[src/rtl/fetch_unit.sv]
// fetch_unit: single-outstanding instruction fetch front end.
// Issues one request at a time from an internal fetch PC, captures the
// returning word into an instruction register, and handles redirects
// (including squashing an in-flight response and trapping misaligned
// targets).
module fetch_unit #(
   parameter logic [31:0] RESET_PC = 32'h0000_0000
) (
   input  logic        i_clk,
   input  logic        i_rst,
   input  logic        i_fetch_en,
   input  logic        i_redirect_valid,
   input  logic [31:0] i_redirect_pc,
   output logic        imem_req_o,
   output logic [31:0] imem_addr_o,
   input  logic        i_imem_gnt,
   input  logic        i_imem_rvalid,
   input  logic [31:0] i_imem_rdata,
   output logic [31:0] instr_o,
   output logic        instr_valid_o,
   input  logic        i_instr_ack,
   output logic [31:0] pc_o,
   output logic        misaligned_o
);

   localparam int unsigned XLEN      = 32;
   localparam int unsigned INSTR_BYT = 4;

   typedef enum logic [1:0] {
      S_IDLE  = 2'd0,
      S_REQ   = 2'd1,
      S_WAIT  = 2'd2,
      S_VALID = 2'd3
   } state_t;

   state_t            r_state;
   state_t            w_state_nxt;

   logic [XLEN-1:0]   r_fetch_pc;
   logic [XLEN-1:0]   r_instr;
   logic [XLEN-1:0]   r_pc;
   logic              r_instr_valid;
   logic              r_misaligned;
   logic              r_kill;
   logic              r_imem_req;

   logic [XLEN-1:0]   w_fetch_pc_nxt;
   logic [XLEN-1:0]   w_instr_nxt;
   logic [XLEN-1:0]   w_pc_nxt;
   logic              w_instr_valid_nxt;
   logic              w_misaligned_nxt;
   logic              w_kill_nxt;
   logic              w_imem_req_nxt;

   logic              w_redir_ok;
   logic              w_redir_bad;
   logic [XLEN-1:0]   w_pc_inc;

   // Classify the redirect by alignment of its target
   assign w_redir_ok  = i_redirect_valid & (i_redirect_pc[1:0] == 2'b00);
   assign w_redir_bad = i_redirect_valid & (i_redirect_pc[1:0] != 2'b00);

   // Sequential PC increment; wraps naturally at 2^32
   assign w_pc_inc = r_fetch_pc + XLEN'(INSTR_BYT);

   // State register
   always_ff @(posedge i_clk or posedge i_rst) begin
      if (i_rst) begin
         r_state <= S_IDLE;
      end else begin
         r_state <= w_state_nxt;
      end
   end

   // Next-state logic; redirects outrank ack, gnt and rvalid
   always_comb begin
      w_state_nxt = r_state;
      if (w_redir_bad) begin
         w_state_nxt = S_IDLE;
      end else if (w_redir_ok) begin
         case (r_state)
            S_IDLE:  w_state_nxt = S_IDLE;
            S_VALID: w_state_nxt = S_IDLE;
            // Granted in the redirect cycle: the response still has to drain
            S_REQ:   w_state_nxt = i_imem_gnt ? S_WAIT : S_REQ;
            S_WAIT:  w_state_nxt = i_imem_rvalid ? S_IDLE : S_WAIT;
            default: w_state_nxt = S_IDLE;
         endcase
      end else begin
         case (r_state)
            S_IDLE: begin
               if (i_fetch_en && !r_misaligned) begin
                  w_state_nxt = S_REQ;
               end
            end
            S_REQ: begin
               if (i_imem_gnt) begin
                  w_state_nxt = S_WAIT;
               end
            end
            S_WAIT: begin
               if (i_imem_rvalid) begin
                  w_state_nxt = r_kill ? S_IDLE : S_VALID;
               end
            end
            S_VALID: begin
               if (i_instr_ack) begin
                  w_state_nxt = i_fetch_en ? S_REQ : S_IDLE;
               end
            end
            default: w_state_nxt = S_IDLE;
         endcase
      end
   end

   // Output / datapath next values
   always_comb begin
      w_fetch_pc_nxt    = r_fetch_pc;
      w_instr_nxt       = r_instr;
      w_pc_nxt          = r_pc;
      w_instr_valid_nxt = r_instr_valid;
      w_misaligned_nxt  = r_misaligned;
      w_kill_nxt        = r_kill;
      w_imem_req_nxt    = (w_state_nxt == S_REQ);

      if (w_redir_bad) begin
         // Fetch PC left untouched; fetching blocked until an aligned redirect
         w_misaligned_nxt  = 1'b1;
         w_instr_valid_nxt = 1'b0;
         w_kill_nxt        = 1'b0;
      end else if (w_redir_ok) begin
         w_misaligned_nxt  = 1'b0;
         w_fetch_pc_nxt    = i_redirect_pc;
         w_instr_valid_nxt = 1'b0;
         // Squash a response that is still in flight
         case (r_state)
            S_REQ:   w_kill_nxt = i_imem_gnt;
            S_WAIT:  w_kill_nxt = ~i_imem_rvalid;
            default: w_kill_nxt = 1'b0;
         endcase
      end else begin
         case (r_state)
            S_WAIT: begin
               if (i_imem_rvalid) begin
                  if (r_kill) begin
                     w_kill_nxt = 1'b0;
                  end else begin
                     w_instr_nxt       = i_imem_rdata;
                     w_pc_nxt          = r_fetch_pc;
                     w_fetch_pc_nxt    = w_pc_inc;
                     w_instr_valid_nxt = 1'b1;
                  end
               end
            end
            S_VALID: begin
               if (i_instr_ack) begin
                  w_instr_valid_nxt = 1'b0;
               end
            end
            default: begin
            end
         endcase
      end
   end

   // Datapath and output registers
   always_ff @(posedge i_clk or posedge i_rst) begin
      if (i_rst) begin
         r_fetch_pc    <= RESET_PC;
         r_instr       <= '0;
         r_pc          <= '0;
         r_instr_valid <= 1'b0;
         r_misaligned  <= 1'b0;
         r_kill        <= 1'b0;
         r_imem_req    <= 1'b0;
      end else begin
         r_fetch_pc    <= w_fetch_pc_nxt;
         r_instr       <= w_instr_nxt;
         r_pc          <= w_pc_nxt;
         r_instr_valid <= w_instr_valid_nxt;
         r_misaligned  <= w_misaligned_nxt;
         r_kill        <= w_kill_nxt;
         r_imem_req    <= w_imem_req_nxt;
      end
   end

   assign imem_req_o    = r_imem_req;
   assign imem_addr_o   = r_fetch_pc;
   assign instr_o       = r_instr;
   assign pc_o          = r_pc;
   assign instr_valid_o = r_instr_valid;
   assign misaligned_o  = r_misaligned;

endmodule

[config.mk]
export PLATFORM = sky130hd
export DESIGN_NAME = fetch_unit
export DESIGN_NICKNAME = d
export VERILOG_FILES = /design/src/rtl/fetch_unit.sv
export SDC_FILE = /design/constraint.sdc
export NUM_CORES = 1
export LEC_CHECK = 0
export BUFFER_PORTS_ARGS = -buffer_cell sky130_fd_sc_hd__buf_4
export CAP_MARGIN = 20
export CORE_UTILIZATION = 45
export CTS_BUF_LIST = sky130_fd_sc_hd__clkbuf_8
export DETAILED_ROUTE_END_ITERATION = 6
export PLACE_DENSITY_LB_ADDON = 0.3
export SETUP_SLACK_MARGIN = 0.1
export SYNTH_ARGS = -nofsm -noshare
export SYNTH_HDL_FRONTEND = slang
export SYNTH_SLANG_ARGS = --single-unit
[constraint.sdc]
create_clock -name i_clk -period 3.3 [get_ports i_clk]
set_input_delay 0.495 -clock i_clk [delete_from_list [all_inputs] [get_ports i_clk]]
set_output_delay 0.495 -clock i_clk [all_outputs]
set_load 0.02 [all_outputs]
# ---- Yosys cells after proc, flatten, opt, wreduce, memory -nomap -nowiden
# Index checks and enable logic that the tools add are counted.
dict set report totals {
  ff_bits 102
  out_inout_bits 99
  romBits 0
  ramBits 0
  elab_cells 68
  latchBits 0
  input_bits 71
  memories 0
}
dict set report classes {
  eq_ne 8
  addsub 1
  div 0
  n_mul 0
  n_shift 0
  reduce_logical 16
  mux 29
  bitwise 6
  order_cmp 0
}
# operator n
set op_table {}
lappend op_table {{$mux 32} 4}
lappend op_table {{$add 32x3->32 const B} 1}
lappend op_table {{$mux 2} 9}
lappend op_table {{$mux 1} 12}
lappend op_table {{$ne 4x4->1 const B} 3}
lappend op_table {{$pmux 2 s4} 1}
lappend op_table {{$reduce_and 4->1} 2}
lappend op_table {{$reduce_bool 2->1} 4}
lappend op_table {{$pmux 2 s3} 1}
lappend op_table {{$reduce_bool 3->1} 2}
lappend op_table {{$reduce_and 5->1} 1}
lappend op_table {{$eq 2x1->1 const B} 2}
lappend op_table {{$eq 2x2->1 const B} 2}
lappend op_table {{$logic_not 2->1} 2}
lappend op_table {{$not 1->1} 4}
lappend op_table {{$pmux 1 s2} 2}
lappend op_table {{$reduce_bool 4->1} 1}
lappend op_table {{$and 1x1->1} 2}
lappend op_table {{$ne 2x1->1 const B} 1}
lappend op_table {{$reduce_and 2->1} 1}
lappend op_table {{$reduce_or 2->1} 1}
lappend op_table {{$logic_and 1x1->1} 1}
lappend op_table {{$logic_not 1->1} 1}

# ---- Longest topological paths before layout
# Gate-level depths: netlist of run 1.
dict set report depth {
  ltp_word 7
  mapped_depth 8
  mapped_depth_nobuf 6
}

# ---- Worst setup path after synthesis of run 1
# Ideal clock, no wire load.
dict set report synth_timing {
  kind {register to register}
  start {reg r_state[0]}
  end {reg r_fetch_pc[24] (netlist: imem_addr_o[24])}
  n_path_buf 1
  t_required_ns 3.218
  period_less_slack_ns 1.902
  stages_incl_launch_ff 8
  setup_ns 0.082
  slack_ns 1.398
  arrival_time_ns 1.820
  path_cell_list {dfrtp_1 > inv_1 > ha_1 > and4bb_1 > buf_4 > nand4_2 > or4_1 > a31oi_1}
}
dict set report synth_via {
  elab_chain_len 3
}
# item line_no
set synth_lines {}
lappend synth_lines {{start, declared} 36} ;# state_t r_state;
lappend synth_lines {{start signal, assigned} 71} ;# r_state <= w_state_nxt;
lappend synth_lines {{$eq 2x2->1} 142} ;# case (r_state)
lappend synth_lines {{$reduce_bool 2->1 (no source line)} n/a}
lappend synth_lines {{$reduce_and 4->1 (no source line)} n/a}
lappend synth_lines {{end signal, assigned} 177} ;# r_fetch_pc <= w_fetch_pc_nxt;
lappend synth_lines {{end, declared} 39} ;# logic [XLEN-1:0] r_fetch_pc;
# Every way passes these cells.
# A chain may end at the register's enable or synchronous reset.

# ---- Final worst setup path of run 1
dict set report layout_timing {
  start {reg r_state[0]}
  end {reg r_fetch_pc[20] (netlist: imem_addr_o[20])}
}
# Same word-level chain as after synthesis.

==> metrics, run 1 <==
outcome=complete, no violations; Post-Syn Area=4760 um2; CTS Sinks=102; synthesized area per cell=8.95 um2; clk root buf=clkbuf_8; Internal=0.00250 W; Post-synth ARST share=1.00; largest net degree at the start of global routing=60; clk_lat worst skew=0.37 ns; Clock Skew=0.0120 ns; most common cell in the netlist=nand2_1; nets@finish=772; # DRC=0; synthesized instance count=532; Final WS setup=0.738 ns; slew margin rel.=0.515; Setup Buffers After CTS=0; FF-to-FF End=imem_addr_o[20]; kind of critical path=flip-flop to flip-flop; Layout area overhead=33.8%; CTS resizes=0; CP max stage cell=nand4bb_4; area share of the largest cell type after synthesis=0.536; Net Sw Power=0.00155 W; Max Freq=390 MHz; Die W=105 um; Startpoint Class=flip-flop; post-route minimum period=2.56 ns; crit path max fanout=41; layout cells sized above 1=0.294; WP buf/inv=2; top post-synthesis cells by area=dfrtp_1, nand2_1, nor2_1, a211oi_1, a311oi_1; vias in the first global route=4,242; FF+latch count, synth=102; total of warnings raised by yosys=0; distinct cell type count after synthesis=53; cts bufs inserted=9; cell accounting for the most synthesized area=dfrtp_1; Hold-fix buffers, CTS=0; max incr delay on CP=0.52 ns; fin. max-slew vios=0; R2R depth=7; post-route ant nets=0; Gate power share=0.358; power share of the clock group=0.189; switching portion of total power=0.384; sequential share of the synthesized area=0.536; unrepaired setup endpoints after global routing=false; Util after Layout=0.620; drt wl/cell=16.1 um; core area=10,300 um2; row count=37; TritonRoute pass-1 iters=5; worst path arrival time=2.82 ns; via density per instance=5.48; fin crit share=0.776; crit-path cells=inv_1, ha_1, nand4bb_4, buf_4, nor2_1, a21oi_1, a211o_1; Congestion Overflow GR=0; Clock Path Buffers=2; final setup fails=0; LEAKAGE=3.35 nW; clock-pin slew on the worst setup and hold paths=0.10 ns; Die Y=105 um; htree depth=3; DIE AREA=11,000 um2; antenna violations before repair=0; R2R Path Start=r_state[0]; Post-synth EDFFs=0; vias after detailed routing=4,582; final hold viol count=0; RD Place Congestion=0.868; initial DRC count=326; post-DP HPWL=9.74 mm; Synth top cells by count=nand2_1, dfrtp_1, nor2_1; Max-Cap Viols=0; Worst Tran Pin Value=0.722 ns; power share of the sequential group=0.454; setup slack at placement=0.765 ns; flop2flop setup slack=0.74 ns; Most used DFF post-synth=dfrtp_1; Hold Crit Class=input pin to asynchronous set/reset pin; element type at the critical path end=flip-flop; Post-Syn Nets=609; GRT Resource Usage Total=0.244; CTS tree=yes; fin cells=836; # IOs=170; critical path's top delay family=simple AND/OR/NAND/NOR gates; power density cells=635 nW/um2; Worst EP required=3.56 ns; final WL=13.4 mm; IO Port Bufs=169; starting density of the core=0.463; first-pass GRT wire length=21.4 mm; dpl cells=819; maximum vdd drop=0.261 mV; diode count=0; Total Neg Setup Slack=0 ns
-- power groups by stage --
stage / clock, W / combinational [W] / sequential (W)
2_1_floorplan: 0 / 0.000418 / 0.00217
3_3_place_gp: 0 / 0.00143 / 0.00184
3_5_place_dp: 0 / 0.00146 / 0.00186
4_1_cts: 0.000777 / 0.00146 / 0.00183
5_1_grt: 0.000836 / 0.00156 / 0.00188
6_report: 0.000764 / 0.00145 / 0.00184
-- cells by family after synthesis --
group	count (synthesis)	synth area share
buffers and inverters	31	0.0265
DFF	102	0.536
and+or+nand+nor	323	0.308
AOI/OAI and AO/OA	69	0.112
muxes	1	0.00236
adders and majority gates	6	0.0158
-- layout make-up --
type | instances | area (um2)
well taps | 136 | 170
clock inverters | 6 | 51.3
multi-input cells | 399 | 2100
flip-flops and latches | 102 | 2550
clock buffers | 10 | 138
fillers | 905 | 3900
repair buffers | 177 | 1340
inverters | 6 | 25.0
-- metal layers --
metal,track usage,part of all wire,vias up,routed length (um)
met5,0,0,-,0
met3,0.0443,0.060,21,800
li1,-,-,2158,-
met1,0.323,0.43,2222,5770
met4,0.0724,0.017,0,234
met2,0.410,0.49,181,6620
-- through the flow --
step | hold slack [ns] | cell area (um2) | power, W
2_1_floorplan | 0.559 | 4760 | 0.00259
3_3_place_gp | 0.459 | 6170 | 0.00327
3_5_place_dp | 0.464 | 6170 | 0.00331
4_1_cts | 0.270 | 6360 | 0.00407
5_1_grt | 0.286 | 6370 | 0.00427
6_report | 0.243 | 6370 | 0.00405
-- worst max path at each step --
stage                    start              end  slack (ns)  cells past startpoint
floorplan                i_rst   imem_addr_o[0]        0.13                      1
global placement    r_state[0]  imem_addr_o[20]        0.86                      7
detailed placement  r_state[0]  imem_addr_o[20]        0.77                      7
CTS                 r_state[0]  imem_addr_o[20]        0.75                      7
global route        r_state[0]  imem_addr_o[21]        0.58                      6
finish              r_state[0]  imem_addr_o[20]        0.74                      7
-- sequential cells by signal (all words and copies together) (netlist names) --
| name | count |
|---|---|
| instr_o | 32 |
| imem_req_o | 1 |
| misaligned_o | 1 |
| r_state | 2 |
| instr_valid_o | 1 |
| pc_o | 32 |
| imem_addr_o | 32 |
| r_kill | 1 |
-- cell usage in the layout, fill, tap and decap left out, types with 4 or more instances in the layout --
| cell | netlist | layout |
|---|---|---|
| a211oi_1 | 11 | 11 |
| a21oi_1 | 4 | 4 |
| a21o_1 | 4 | 4 |
| nor3_1 | 9 | 9 |
| nand3_1 | 15 | 15 |
| or4_1 | 4 | 4 |
| ha_1 | 6 | 6 |
| clkbuf_8 | 0 | 10 |
| nor2_1 | 37 | 37 |
| a22oi_1 | 6 | 6 |
| a31oi_1 | 6 | 6 |
| dfrtp_1 | 102 | 102 |
| a311oi_1 | 9 | 9 |
| inv_1 | 6 | 5 |
| o31ai_1 | 5 | 5 |
| and4_1 | 6 | 6 |
| nand4_1 | 10 | 10 |
| nand2_1 | 204 | 204 |
| buf_4 | 1 | 176 |
| and2_1 | 10 | 10 |
| and3_1 | 9 | 9 |
No activity file was read; power rests on OpenSTA's default activity.
==> inputs of run 2 (changes only) <==
--- a/config.mk
+++ b/config.mk
@@ -5,6 +5,7 @@
 export SDC_FILE = /design/constraint.sdc
 export NUM_CORES = 1
 export LEC_CHECK = 0
+export ABC_AREA = 1
 export BUFFER_PORTS_ARGS = -buffer_cell sky130_fd_sc_hd__buf_4
 export CAP_MARGIN = 20
 export CORE_UTILIZATION = 45
==> constraint.sdc (replaced) <==
create_clock -name i_clk -period 2.4 [get_ports i_clk]
set_input_delay 0.36 -clock i_clk [delete_from_list [all_inputs] [get_ports i_clk]]
set_output_delay 0.36 -clock i_clk [all_outputs]
set_load 0.02 [all_outputs]
==> metrics, run 2 <==
post-route minimum period=2.06 ns (-0.501 ns); # DRC=0 (unchanged); Internal=0.00264 W (+5.7%); crit path max fanout=40 (-2.4%); maximum vdd drop=0.304 mV (+16%); Post-Syn Nets=727 (+19%); fin. max-slew vios=0 (unchanged); Max-Cap Viols=0 (unchanged); Area after DPL=6380 um2 (+3.4%); Post-synth ARST share=1.00 (unchanged); Die W=107 um (+2.1%); vias after detailed routing=4,867 (+6.2%); starting density of the core=0.473 (+0.00908); htree depth=3 (unchanged); flop2flop setup slack=0.34 ns (-0.40 ns); Startpoint Class=flip-flop; Hold Crit Class=input pin to asynchronous set/reset pin; nets@finish=895 (+16%); Gate power share=0.233 (-0.125); DIE AREA=11,500 um2 (+4.2%); clk_lat worst skew=0.38 ns (about the same); final setup fails=0 (unchanged); Clock Path Buffers=2 (unchanged); filler instances=931 (+2.9%); element type at the critical path end=flip-flop; post-layout total power=0.00395 W (-2.3%); clock-pin slew on the worst setup and hold paths=0.10 ns (about the same); slew margin rel.=0.499 (-0.0163); RD Place Congestion=0.935 (+7.7%); diode count=0 (unchanged); cts bufs inserted=9 (unchanged); R2R depth=9 (+2); power share of the sequential group=0.516 (+0.062); Layout area overhead=31.9%; CTS resizes=0 (unchanged); synthesized area per cell=7.64 um2 (-15%); Congestion Overflow GR=0 (unchanged); # IOs=170 (unchanged); layout cells sized above 1=0.258 (-0.0367); Synth top cells by count=nand2_1, dfrtp_1, nor2_1; Post-synth EDFFs=0 (unchanged); Post-Syn Area=4970 um2 (+4.3%); FF+latch count, synth=102 (unchanged); final instance area=6550 um2 (+2.8%); Worst Tran Pin Value=0.750 ns (+0.0284 ns); Most used DFF post-synth=dfrtp_1; outcome=complete, no violations; CTS Sinks=102 (unchanged); distinct cell type count after synthesis=29 (-45%); post-route ant nets=0 (unchanged); final WL=14.1 mm (+4.9%); fin crit share=0.859 (+0.0826); kind of critical path=flip-flop to flip-flop; power density cells=604 nW/um2 (-5.0%); Hold-fix buffers, CTS=0 (unchanged); R2R Path Start=r_state[0]; initial DRC count=323 (-0.92%); worst path arrival time=2.38 ns (-0.44 ns); power share of the clock group=0.251 (+0.062); via density per instance=5.08 (-7.4%); Clock Skew=0.0107 ns (-0.00134 ns); GRT Resource Usage Total=0.249 (+0.00472); drt wl/cell=14.7 um (-8.5%); largest net degree at the start of global routing=42 (-30%); sequential share of the synthesized area=0.514 (-0.0219); IO Port Bufs=169 (unchanged); antenna violations before repair=0 (unchanged); total of warnings raised by yosys=0 (unchanged); LEAKAGE=3.59 nW (+7.0%); clk root buf=clkbuf_8; Setup Buffers After CTS=0 (unchanged); setup slack at placement=0.259 ns (-0.506 ns); most common cell in the netlist=nand2_1; FF-to-FF End=instr_o[12]; top post-synthesis cells by area=dfrtp_1, nand2_1, nor2_1, inv_1, nand3_1; synthesized instance count=650 (+22%); footprint of the multi-input gates=2090 um2 (-0.66%); TritonRoute pass-1 iters=5 (unchanged); Total Neg Setup Slack=0 ns (unchanged); Util after Layout=0.623 (+0.00325); commonest non-fill, non-tap cell in the layout=nand2_1; CTS tree=yes; final hold viol count=0 (unchanged); Die Y=107 um (+2.1%); Max Freq=485 MHz (+24%); Reg area=2550 um2 (unchanged); cell accounting for the most synthesized area=dfrtp_1; switching portion of total power=0.333 (-0.0507); area share of the largest cell type after synthesis=0.514 (-0.0219); commonest non-fill, non-tap cells in the layout=nand2_1, buf_4, dfrtp_1, nor2_1, inv_1; Net Sw Power=0.00132 W (-15%); core area=10,500 um2 (+2.3%); vias in the first global route=4,541 (+7.0%); first-pass GRT wire length=22.1 mm (+3.2%); Final WS setup=0.339 ns (-0.399 ns); unrepaired setup endpoints after global routing=false; row count=37 (unchanged); post-DP HPWL=10.5 mm (+7.5%); Worst EP required=2.71 ns (-0.85 ns)
==> run 2: changes by cell type after synthesis, sizes merged, moves of 6 or more <==
| cell | change |
|---|---|
| a22oi | -6 |
| a311oi | -9 |
| and2 | -10 |
| and3 | -9 |
| and4 | -6 |
| buf | +11 |
| clkbuf | -14 |
| inv | +46 |
| nand2 | +74 |
| nand3 | +17 |
| nor2 | +54 |
| nor3 | -10 |
| o21ai | +22 |
| o22ai | +6 |
==> run 2: power by group through the flow <==
stage / Combinational, W / Sequential (W) / Clock (W)
2_1_floorplan: 0.000333 / 0.00220 / 0
3_3_place_gp: 0.000905 / 0.00207 / 0
3_5_place_dp: 0.000928 / 0.00207 / 0
4_1_cts: 0.000929 / 0.00204 / 0.00101
5_1_grt: 0.00100 / 0.00206 / 0.00108
6_report: 0.000922 / 0.00204 / 0.000991
==> run 2: final cells by class <==
| cell class | count | share of cell area |
|---|---|---|
| tap | 136 | 0.0260 |
| clock inverter | 6 | 0.00477 |
| sequential | 102 | 0.390 |
| multi-input combinational | 474 | 0.319 |
| timing repair buffer | 179 | 0.209 |
| clock buffer | 10 | 0.0210 |
| inverter | 52 | 0.0311 |
==> run 2: layer usage <==
metal | GRT usage | wire [um] | vias to the layer above
met3 | 0.0237 | 761 | 19
met1 | 0.339 | 6150 | 2304
met2 | 0.405 | 6880 | 175
met5 | 0 | 0 | -
li1 | - | - | 2369
met4 | 0.109 | 297 | 0
==> run 2: metrics by stage <==
stage | hold slack [ns] | std cells
after floorplan | 0.470 | 650
after global placement | 0.465 | 943
after detailed placement | 0.469 | 943
after CTS | 0.120 | 959
after global routing | 0.149 | 959
final | 0.104 | 959
==> run 2: kinds of logic after synthesis <==
kind of cell,Yosys count,synth area share
compound gates,53,0.0612
fa+ha+maj,6,0.0151
buf+inv,74,0.0658
flops,102,0.514
simple gates,415,0.344
==> run 2: worst max path at each step <==
stage,from,to,slack (ns),depth (start not counted)
3_3_place_gp,r_state[0],instr_o[23],0.39,9
2_1_floorplan,i_rst,imem_addr_o[0],0.82,1
4_1_cts,r_state[0],instr_o[12],0.24,9
5_1_grt,r_state[0],instr_o[25],0.14,9
3_5_place_dp,r_state[0],instr_o[14],0.26,9
6_report,r_state[0],instr_o[12],0.34,9
==> run 2: worst max-delay path: stages (launching register included) <==
cell and delay (ns):
dfrtp_1 0.43, inv_1 0.12, ha_1 0.19, nand2_1 0.10
nor2_2 0.13, nand2_4 0.20, inv_6 0.31, buf_4 0.34
nand2_1 0.09, nand2_1 0.08
